==> config.mk <==
export PLATFORM = sky130hd
export DESIGN_NAME = mem_access_stage
export DESIGN_NICKNAME = d
export VERILOG_FILES = /design/src/rtl/mem_pkg.sv /design/src/rtl/mem_load_align.sv /design/src/rtl/mem_access_stage.sv
export SDC_FILE = /design/constraint.sdc
export NUM_CORES = 1
export LEC_CHECK = 0
export ABC_AREA = 1
export BUFFER_PORTS_ARGS = -buffer_cell sky130_fd_sc_hd__buf_2
export CAP_MARGIN = 20
export CORE_AREA = 2 2 174 176
export DETAILED_ROUTE_END_ITERATION = 8
export DIE_AREA = 0 0 176 178
export PLACE_DENSITY = 0.8
export SETUP_SLACK_MARGIN = 0.02
export SLEW_MARGIN = 10
export SYNTH_ARGS = -nofsm -noshare
export SYNTH_HDL_FRONTEND = slang
export SYNTH_HIERARCHICAL = 1
export SYNTH_SLANG_ARGS = --single-unit
==> constraint.sdc <==
create_clock -name clk_i -period 12.1 [get_ports clk_i]
set_input_delay 2.42 -clock clk_i [delete_from_list [all_inputs] [get_ports clk_i]]
set_output_delay 2.42 -clock clk_i [all_outputs]
set_load 0.005 [all_outputs]
==> src/rtl/mem_pkg.sv <==
// Shared types for the MEM stage: access-size codes, FSM states and size decode.
package mem_pkg;

  typedef enum logic [2:0] {
    F3_B  = 3'b000,
    F3_H  = 3'b001,
    F3_W  = 3'b010,
    F3_D  = 3'b011,
    F3_BU = 3'b100,
    F3_HU = 3'b101,
    F3_WU = 3'b110
  } funct3_e;

  typedef enum logic [0:0] {
    IDLE = 1'b0,
    WAIT = 1'b1
  } state_e;

  typedef struct packed {
    logic       legal;
    logic       is_unsigned;
    logic [1:0] size;        // log2 of the access size in bytes
  } size_dec_t;

  function automatic size_dec_t decode_size(input logic [2:0] f3, input logic is_store,
                                            input logic rv64);
    size_dec_t d;
    d.legal       = 1'b1;
    d.is_unsigned = f3[2];
    d.size        = f3[1:0];
    case (f3)
      F3_B, F3_H, F3_W: d.legal = 1'b1;
      F3_D:             d.legal = rv64;
      F3_BU, F3_HU:     d.legal = ~is_store;
      F3_WU:            d.legal = rv64 & ~is_store;
      default:          d.legal = 1'b0;
    endcase
    return d;
  endfunction

endpackage

==> src/rtl/mem_load_align.sv <==
// Load lane select and sign/zero extension of the returned memory word.
module mem_load_align
  import mem_pkg::*;
#(
  parameter int XLEN = 32
) (
  input  logic [XLEN-1:0]           rdata,
  input  logic [$clog2(XLEN/8)-1:0] offset,
  input  logic [1:0]                size,
  input  logic                      is_unsigned,
  output logic [XLEN-1:0]           data
);

  localparam int SH_W = $clog2(XLEN);

  logic        [XLEN-1:0] lane;
  logic signed [XLEN-1:0] up;
  logic        [SH_W-1:0] shamt;

  // Left-justify the selected lane, then shift back arithmetically or logically.
  always_comb begin
    lane = rdata >> {offset, 3'b000};
    case (size)
      2'd0:    shamt = SH_W'(XLEN - 8);
      2'd1:    shamt = SH_W'(XLEN - 16);
      2'd2:    shamt = SH_W'(XLEN - 32);
      default: shamt = '0;
    endcase
    up   = lane << shamt;
    data = is_unsigned ? ($unsigned(up) >> shamt) : $unsigned(up >>> shamt);
  end

endmodule

==> src/rtl/mem_access_stage.sv <==
// MEM pipeline stage: issues loads/stores over a ready handshake, stalls while
// waiting, formats load data and store lanes, and registers results for WB.
module mem_access_stage
  import mem_pkg::*;
#(
  parameter int XLEN    = 32,
  parameter int REG_AW  = 5,
  parameter int TIMEOUT = 64
) (
  input  logic                clk_i,
  input  logic                reset_i,
  input  logic                valid_i,
  input  logic [XLEN-1:0]     alu_out_i,
  input  logic [XLEN-1:0]     rs2_data_i,
  input  logic [XLEN-1:0]     imm_i,
  input  logic [XLEN-1:0]     pc_plus4_i,
  input  logic [REG_AW-1:0]   rd_i,
  input  logic                reg_write_i,
  input  logic [1:0]          write_src_i,
  input  logic                mem_read_i,
  input  logic                mem_write_i,
  input  logic [2:0]          funct3_i,
  input  logic                flush_i,
  output logic                stall_o,
  output logic                mem_req_o,
  output logic                mem_we_o,
  output logic [XLEN-1:0]     mem_addr_o,
  output logic [XLEN-1:0]     mem_wdata_o,
  output logic [XLEN/8-1:0]   mem_be_o,
  input  logic                mem_ready_i,
  input  logic [XLEN-1:0]     mem_rdata_i,
  output logic                valid_o,
  output logic                reg_write_o,
  output logic [1:0]          write_src_o,
  output logic [XLEN-1:0]     alu_out_o,
  output logic [XLEN-1:0]     mem_data_o,
  output logic [XLEN-1:0]     imm_o,
  output logic [XLEN-1:0]     pc_plus4_o,
  output logic [REG_AW-1:0]   rd_o,
  output logic                misalign_o,
  output logic                bus_err_o
);

  localparam int NB    = XLEN / 8;
  localparam int OFFW  = $clog2(NB);
  localparam int CNT_W = (TIMEOUT > 1) ? $clog2(TIMEOUT) : 1;
  localparam logic [CNT_W-1:0] CNT_LAST = CNT_W'((TIMEOUT > 0) ? TIMEOUT - 1 : 0);
  localparam logic RV64  = (XLEN == 64);
  localparam logic TO_EN = (TIMEOUT > 0);

  state_e           state, state_n;
  logic [CNT_W-1:0] cnt, cnt_n;
  logic             req, stall, capture, wb_load, wb_misalign, wb_buserr;
  logic             in_wait, kill, timeout_hit;

  size_dec_t        dec;
  logic             is_mem, live, misalign_in;
  logic [OFFW-1:0]  off_in, size_mask;
  logic [XLEN-1:0]  addr_al_in, wdata_in;
  logic [NB-1:0]    be_in;

  logic [XLEN-1:0]   c_addr, c_wdata, c_alu, c_imm, c_pc4;
  logic [NB-1:0]     c_be;
  logic [OFFW-1:0]   c_off;
  logic [1:0]        c_size, c_ws;
  logic [REG_AW-1:0] c_rd;
  logic              c_uns, c_we, c_load, c_rw, c_flushed;

  logic [XLEN-1:0]  ld_data;
  logic [OFFW-1:0]  al_off;
  logic [1:0]       al_size;
  logic             al_uns;

  // Request decode straight from the EX/MEM inputs
  assign dec         = decode_size(funct3_i, mem_write_i, RV64);
  assign is_mem      = mem_read_i | mem_write_i;
  assign live        = valid_i & ~flush_i;
  assign off_in      = alu_out_i[OFFW-1:0];
  assign size_mask   = OFFW'((1 << dec.size) - 1);
  assign misalign_in = is_mem & (~dec.legal | (|(off_in & size_mask)));
  assign addr_al_in  = {alu_out_i[XLEN-1:OFFW], {OFFW{1'b0}}};

  always_comb begin
    case (dec.size)
      2'd0:    be_in = NB'(1);
      2'd1:    be_in = NB'(3);
      2'd2:    be_in = NB'(15);
      default: be_in = '1;
    endcase
    be_in = be_in << off_in;
  end

  always_comb begin
    wdata_in = rs2_data_i;
    for (int i = 0; i < NB; i++) begin
      case (dec.size)
        2'd0:    wdata_in[8*i +: 8] = rs2_data_i[7:0];
        2'd1:    wdata_in[8*i +: 8] = rs2_data_i[8*(i % 2) +: 8];
        2'd2:    wdata_in[8*i +: 8] = rs2_data_i[8*(i % 4) +: 8];
        default: wdata_in[8*i +: 8] = rs2_data_i[8*i +: 8];
      endcase
    end
  end

  // Bus side: live decode in IDLE, captured request held stable while waiting
  assign in_wait     = (state == WAIT);
  assign kill        = c_flushed | flush_i;
  assign timeout_hit = TO_EN && (cnt == CNT_LAST);

  assign stall_o     = stall;
  assign mem_req_o   = req;
  assign mem_we_o    = req & (in_wait ? c_we : mem_write_i);
  assign mem_addr_o  = in_wait ? c_addr  : addr_al_in;
  assign mem_wdata_o = in_wait ? c_wdata : wdata_in;
  assign mem_be_o    = req ? (in_wait ? c_be : be_in) : '0;

  always_comb begin
    state_n     = state;
    cnt_n       = cnt;
    req         = 1'b0;
    stall       = 1'b0;
    capture     = 1'b0;
    wb_load     = 1'b0;
    wb_misalign = 1'b0;
    wb_buserr   = 1'b0;
    case (state)
      IDLE: begin
        if (live) begin
          if (misalign_in) begin
            wb_load     = 1'b1;
            wb_misalign = 1'b1;
          end else if (is_mem) begin
            req = 1'b1;
            if (mem_ready_i) begin
              wb_load = 1'b1;
            end else begin
              stall   = 1'b1;
              capture = 1'b1;
              cnt_n   = '0;
              state_n = WAIT;
            end
          end else begin
            wb_load = 1'b1;
          end
        end
      end
      WAIT: begin
        req = 1'b1;
        if (mem_ready_i) begin
          wb_load = ~kill;
          state_n = IDLE;
        end else if (timeout_hit) begin
          wb_load   = ~kill;
          wb_buserr = 1'b1;
          state_n   = IDLE;
        end else begin
          stall = 1'b1;
          cnt_n = cnt + 1'b1;
        end
      end
      default: state_n = IDLE;
    endcase
    if (reset_i) begin
      req     = 1'b0;
      stall   = 1'b0;
      capture = 1'b0;
      state_n = IDLE;
      cnt_n   = '0;
    end
  end

  always_ff @(posedge clk_i) begin
    if (reset_i) begin
      state     <= IDLE;
      cnt       <= '0;
      c_flushed <= 1'b0;
    end else begin
      state <= state_n;
      cnt   <= cnt_n;
      if (capture)
        c_flushed <= 1'b0;
      else if (in_wait && flush_i)
        c_flushed <= 1'b1;
    end
  end

  always_ff @(posedge clk_i) begin
    if (capture) begin
      c_addr  <= addr_al_in;
      c_wdata <= wdata_in;
      c_be    <= be_in;
      c_off   <= off_in;
      c_size  <= dec.size;
      c_uns   <= dec.is_unsigned;
      c_we    <= mem_write_i;
      c_load  <= mem_read_i;
      c_rw    <= reg_write_i;
      c_ws    <= write_src_i;
      c_rd    <= rd_i;
      c_alu   <= alu_out_i;
      c_imm   <= imm_i;
      c_pc4   <= pc_plus4_i;
    end
  end

  assign al_off  = in_wait ? c_off  : off_in;
  assign al_size = in_wait ? c_size : dec.size;
  assign al_uns  = in_wait ? c_uns  : dec.is_unsigned;

  mem_load_align #(.XLEN(XLEN)) u_align (
    .rdata       (mem_rdata_i),
    .offset      (al_off),
    .size        (al_size),
    .is_unsigned (al_uns),
    .data        (ld_data)
  );

  // MEM/WB boundary
  always_ff @(posedge clk_i) begin
    if (reset_i) begin
      valid_o     <= 1'b0;
      reg_write_o <= 1'b0;
      misalign_o  <= 1'b0;
      bus_err_o   <= 1'b0;
      write_src_o <= '0;
      alu_out_o   <= '0;
      mem_data_o  <= '0;
      imm_o       <= '0;
      pc_plus4_o  <= '0;
      rd_o        <= '0;
    end else if (wb_load) begin
      valid_o     <= 1'b1;
      reg_write_o <= (in_wait ? c_rw : reg_write_i) & ~wb_misalign & ~wb_buserr;
      misalign_o  <= wb_misalign;
      bus_err_o   <= wb_buserr;
      write_src_o <= in_wait ? c_ws  : write_src_i;
      alu_out_o   <= in_wait ? c_alu : alu_out_i;
      imm_o       <= in_wait ? c_imm : imm_i;
      pc_plus4_o  <= in_wait ? c_pc4 : pc_plus4_i;
      rd_o        <= in_wait ? c_rd  : rd_i;
      mem_data_o  <= ((in_wait ? c_load : mem_read_i) & ~wb_misalign & ~wb_buserr)
                     ? ld_data : '0;
    end else begin
      valid_o     <= 1'b0;
      reg_write_o <= 1'b0;
      misalign_o  <= 1'b0;
      bus_err_o   <= 1'b0;
    end
  end

endmodule

==> qor.yml <==
critical_path_class: "primary input to primary output"
fillCellCount: 2719
ys_top_cells_by_area: "edfxtp_1, dfxtp_1, nand2_1, nand3_1, o21ai_0"
netlist.area_leader.share: 0.341
layoutNonFillerInstCount: 2293
gp_congestion: 0.978
cp-startpoint: "funct3_i[0]"
cap_violations: 0
overflow: 0
cp.arrival_ps: 4760
clk_pin_slew_worst_paths_ps: 60
worstSkewPairLatency_ps: 570
io_buffers: 385
synth_cell_types: 39
top_layer_used: "met5"
grt_usage: 0.225
yosys_register_bits: 292
period_needed_ps: 7180
fin_hold_ws_ps: 442
min_from: "imm_o[25]"
ant_nets: 0
worstPathCellList: "buf_2, inv_1, nand2_2, ha_1, clkinv_1, o21ai_0, nand2_1, a21oi_1, buf_2"
cts_hold_buf: 0
syn_avg_cell_area_um2: 8.27
synth_commonest_cells: "nand2_1, nand3_1, dfxtp_1"
power_density_nw_per_um2: 143
timing.slew.headroom: 0.334
grt_max_degree: 82
synth_largest_area_cell: "edfxtp_1"
crit_fanout: 17
setup_viol: 0
htreeDepth: 1
peakVddDrop_mv: 0.121
synthSimpleGateAreaFrac: 0.317
endpoint_kind: "primary output"
clock_skew_ps: 10.7
p_leak_nw: 7.70
hp-class: "flip-flop to flip-flop"
cpMostUsedCell: "buf_2"
synth-xor-area-share: 0.000686
drt-pass1-iter-count: 7
finalPower_mw: 2.27
r2r_slack_ps: 7770
die-area_um2: 31300
grt_pass1_wl_um: 57200
drive_gt1_frac: 0.246
tns_ps: 0
worst_path_dominant_cell_family: "buffers and inverters"
die_w_um: 176
areaGrowthSynthToFinish_pct: 23.9
slew_viol_final: 0
required_ps: 9680
synth_edf_count: 145
rsz0062_at_grt: "no"
hpwl_um: 25100
outcome: "complete, no violations"
yosys_warnings: 6
vias_per_cell: 5.14
layout.area.seq_um2: 7300
cts_tree: "yes"
die_h_um: 178
grt_pass1_vias: 10899
routed_wl_um: 37300
min_period_over_period: 0.593
multi_input_area_um2: 4810
synth_flop_cell: "dfxtp_1"
antenna_found_initial: 6
r2r-start: "in_wait"
fmax_mhz: 139
wl_met1_um: 15200
nNetsFinal: 2050
num_rows: 63
synth.most_common_cell: "nand2_1"
synth_top_family_by_area: "simple AND/OR/NAND/NOR gates"
cts_root_buf: "clkbuf_16"
numCtsBuffers: 31
synth_compound_area_frac: 0.0538
worstMarginPinSlew_ps: 998
syn_inst: 1543
synthAdderAreaFrac: 0.00196
async_reset_ff_frac: 0
cp-start-kind: "primary input"
core_area_um2: 29400
wire_per_inst_um: 16.3
hold_viol: 0
cts_setup_buffers: 0
yosysSeqAreaShare: 0.572
vias: 11794
wl_met3_um: 3130
cts_resized: 0
slowest_stage: "clkinv_1"
wl_met2_um: 17900
initial_utilization: 0.434
max_stage_delay_ps: 540
dp_cells: 2227
clock-sinks: 292
clockBufferDepth: 3
drt_iter0_markers: 889
syn_area_um2: 12800
muxShareOfSynthArea: 0.00235
drc: 0
crit_buf_inv: 4
ioPinCount: 388
-- cells in the final DEF (no fill, tap or decap), drive strengths merged, types with 18 or more instances in the layout --
master	count
clkbuf	35
o21ai	68
clkinv	19
nand4	32
nand3	177
buf	398
inv	38
nand2	701
a21oi	18
nor2	64
edfxtp	145
dfxtp	147
-- state kept, by name, summed over array words and instances (netlist names), 2 cells and up --
| signal | cells |
|---|---|
| alu_out_o | 32 |
| c_alu | 32 |
| c_be | 4 |
| c_imm | 32 |
| c_pc4 | 32 |
| c_rd | 5 |
| c_size | 2 |
| c_wdata | 32 |
| c_ws | 2 |
| cnt | 6 |
| imm_o | 32 |
| mem_data_o | 32 |
| pc_plus4_o | 32 |
| rd_o | 5 |
| write_src_o | 2 |
-- cell families after synthesis --
family | after synthesis
XOR/XNOR | 1
buffers and inverters | 142
other | 1
multiplexers | 3
AND/OR/NAND/NOR | 980
adder cells (fa/ha/maj) | 2
AO/OA/AOI/OAI | 122
flip-flops | 292
-- stage by stage --
stage / instance area [um2] / utilization / setup slack (ps)
3_3_place_gp: 14800 / 0.502 / 5120
5_1_grt: 15800 / 0.538 / 4630
6_report: 15800 / 0.538 / 4920
2_1_floorplan: 12800 / - / 1800
4_1_cts: 15800 / 0.537 / 4970
3_5_place_dp: 14800 / 0.502 / 4990
-- worst register-to-register path: stages, from the launching register on --
cell     delay, ps
dfxtp_4        350
inv_4          310
buf_4          630
o21ai_2        140
nand2_2        550
nand2_4        520
nor2_4         660
buf_4          770
nand2_1        220
nand2_1        110
-- power breakdown --
group / internal, mW / total [mW] / switching, mW
registers: 1.07 / 1.08 / 0.0122
clock network: 0.549 / 0.949 / 0.400
logic: 0.0879 / 0.239 / 0.151
-- area by class of cell --
class	instances	share of cell area
sequential	292	0.462
antenna	8	0.00127
clock inverter	23	0.0135
inverter	37	0.00910
clock buffer	35	0.0514
multi-input combinational	1110	0.304
tap	390	0.0309
timing repair buffer	398	0.128
-- path summary, 6_finish.rpt --
| check | end | cells after the start |
|---|---|---|
| worst max-delay path | mem_be_o[3] | 9 |
| worst min-delay path | imm_o[25] | 2 |
| worst max register to register | imm_o[4] | 9 |
| worst min register to register | imm_o[25] | 2 |
-- metal layers --
layer  up-vias  global-route usage
li1       5752                   -
met1      5403               0.280
met2       567               0.391
met3        70              0.0462
met4         2              0.0737
met5         -                   0
No activity file was read; power rests on OpenSTA's default activity.
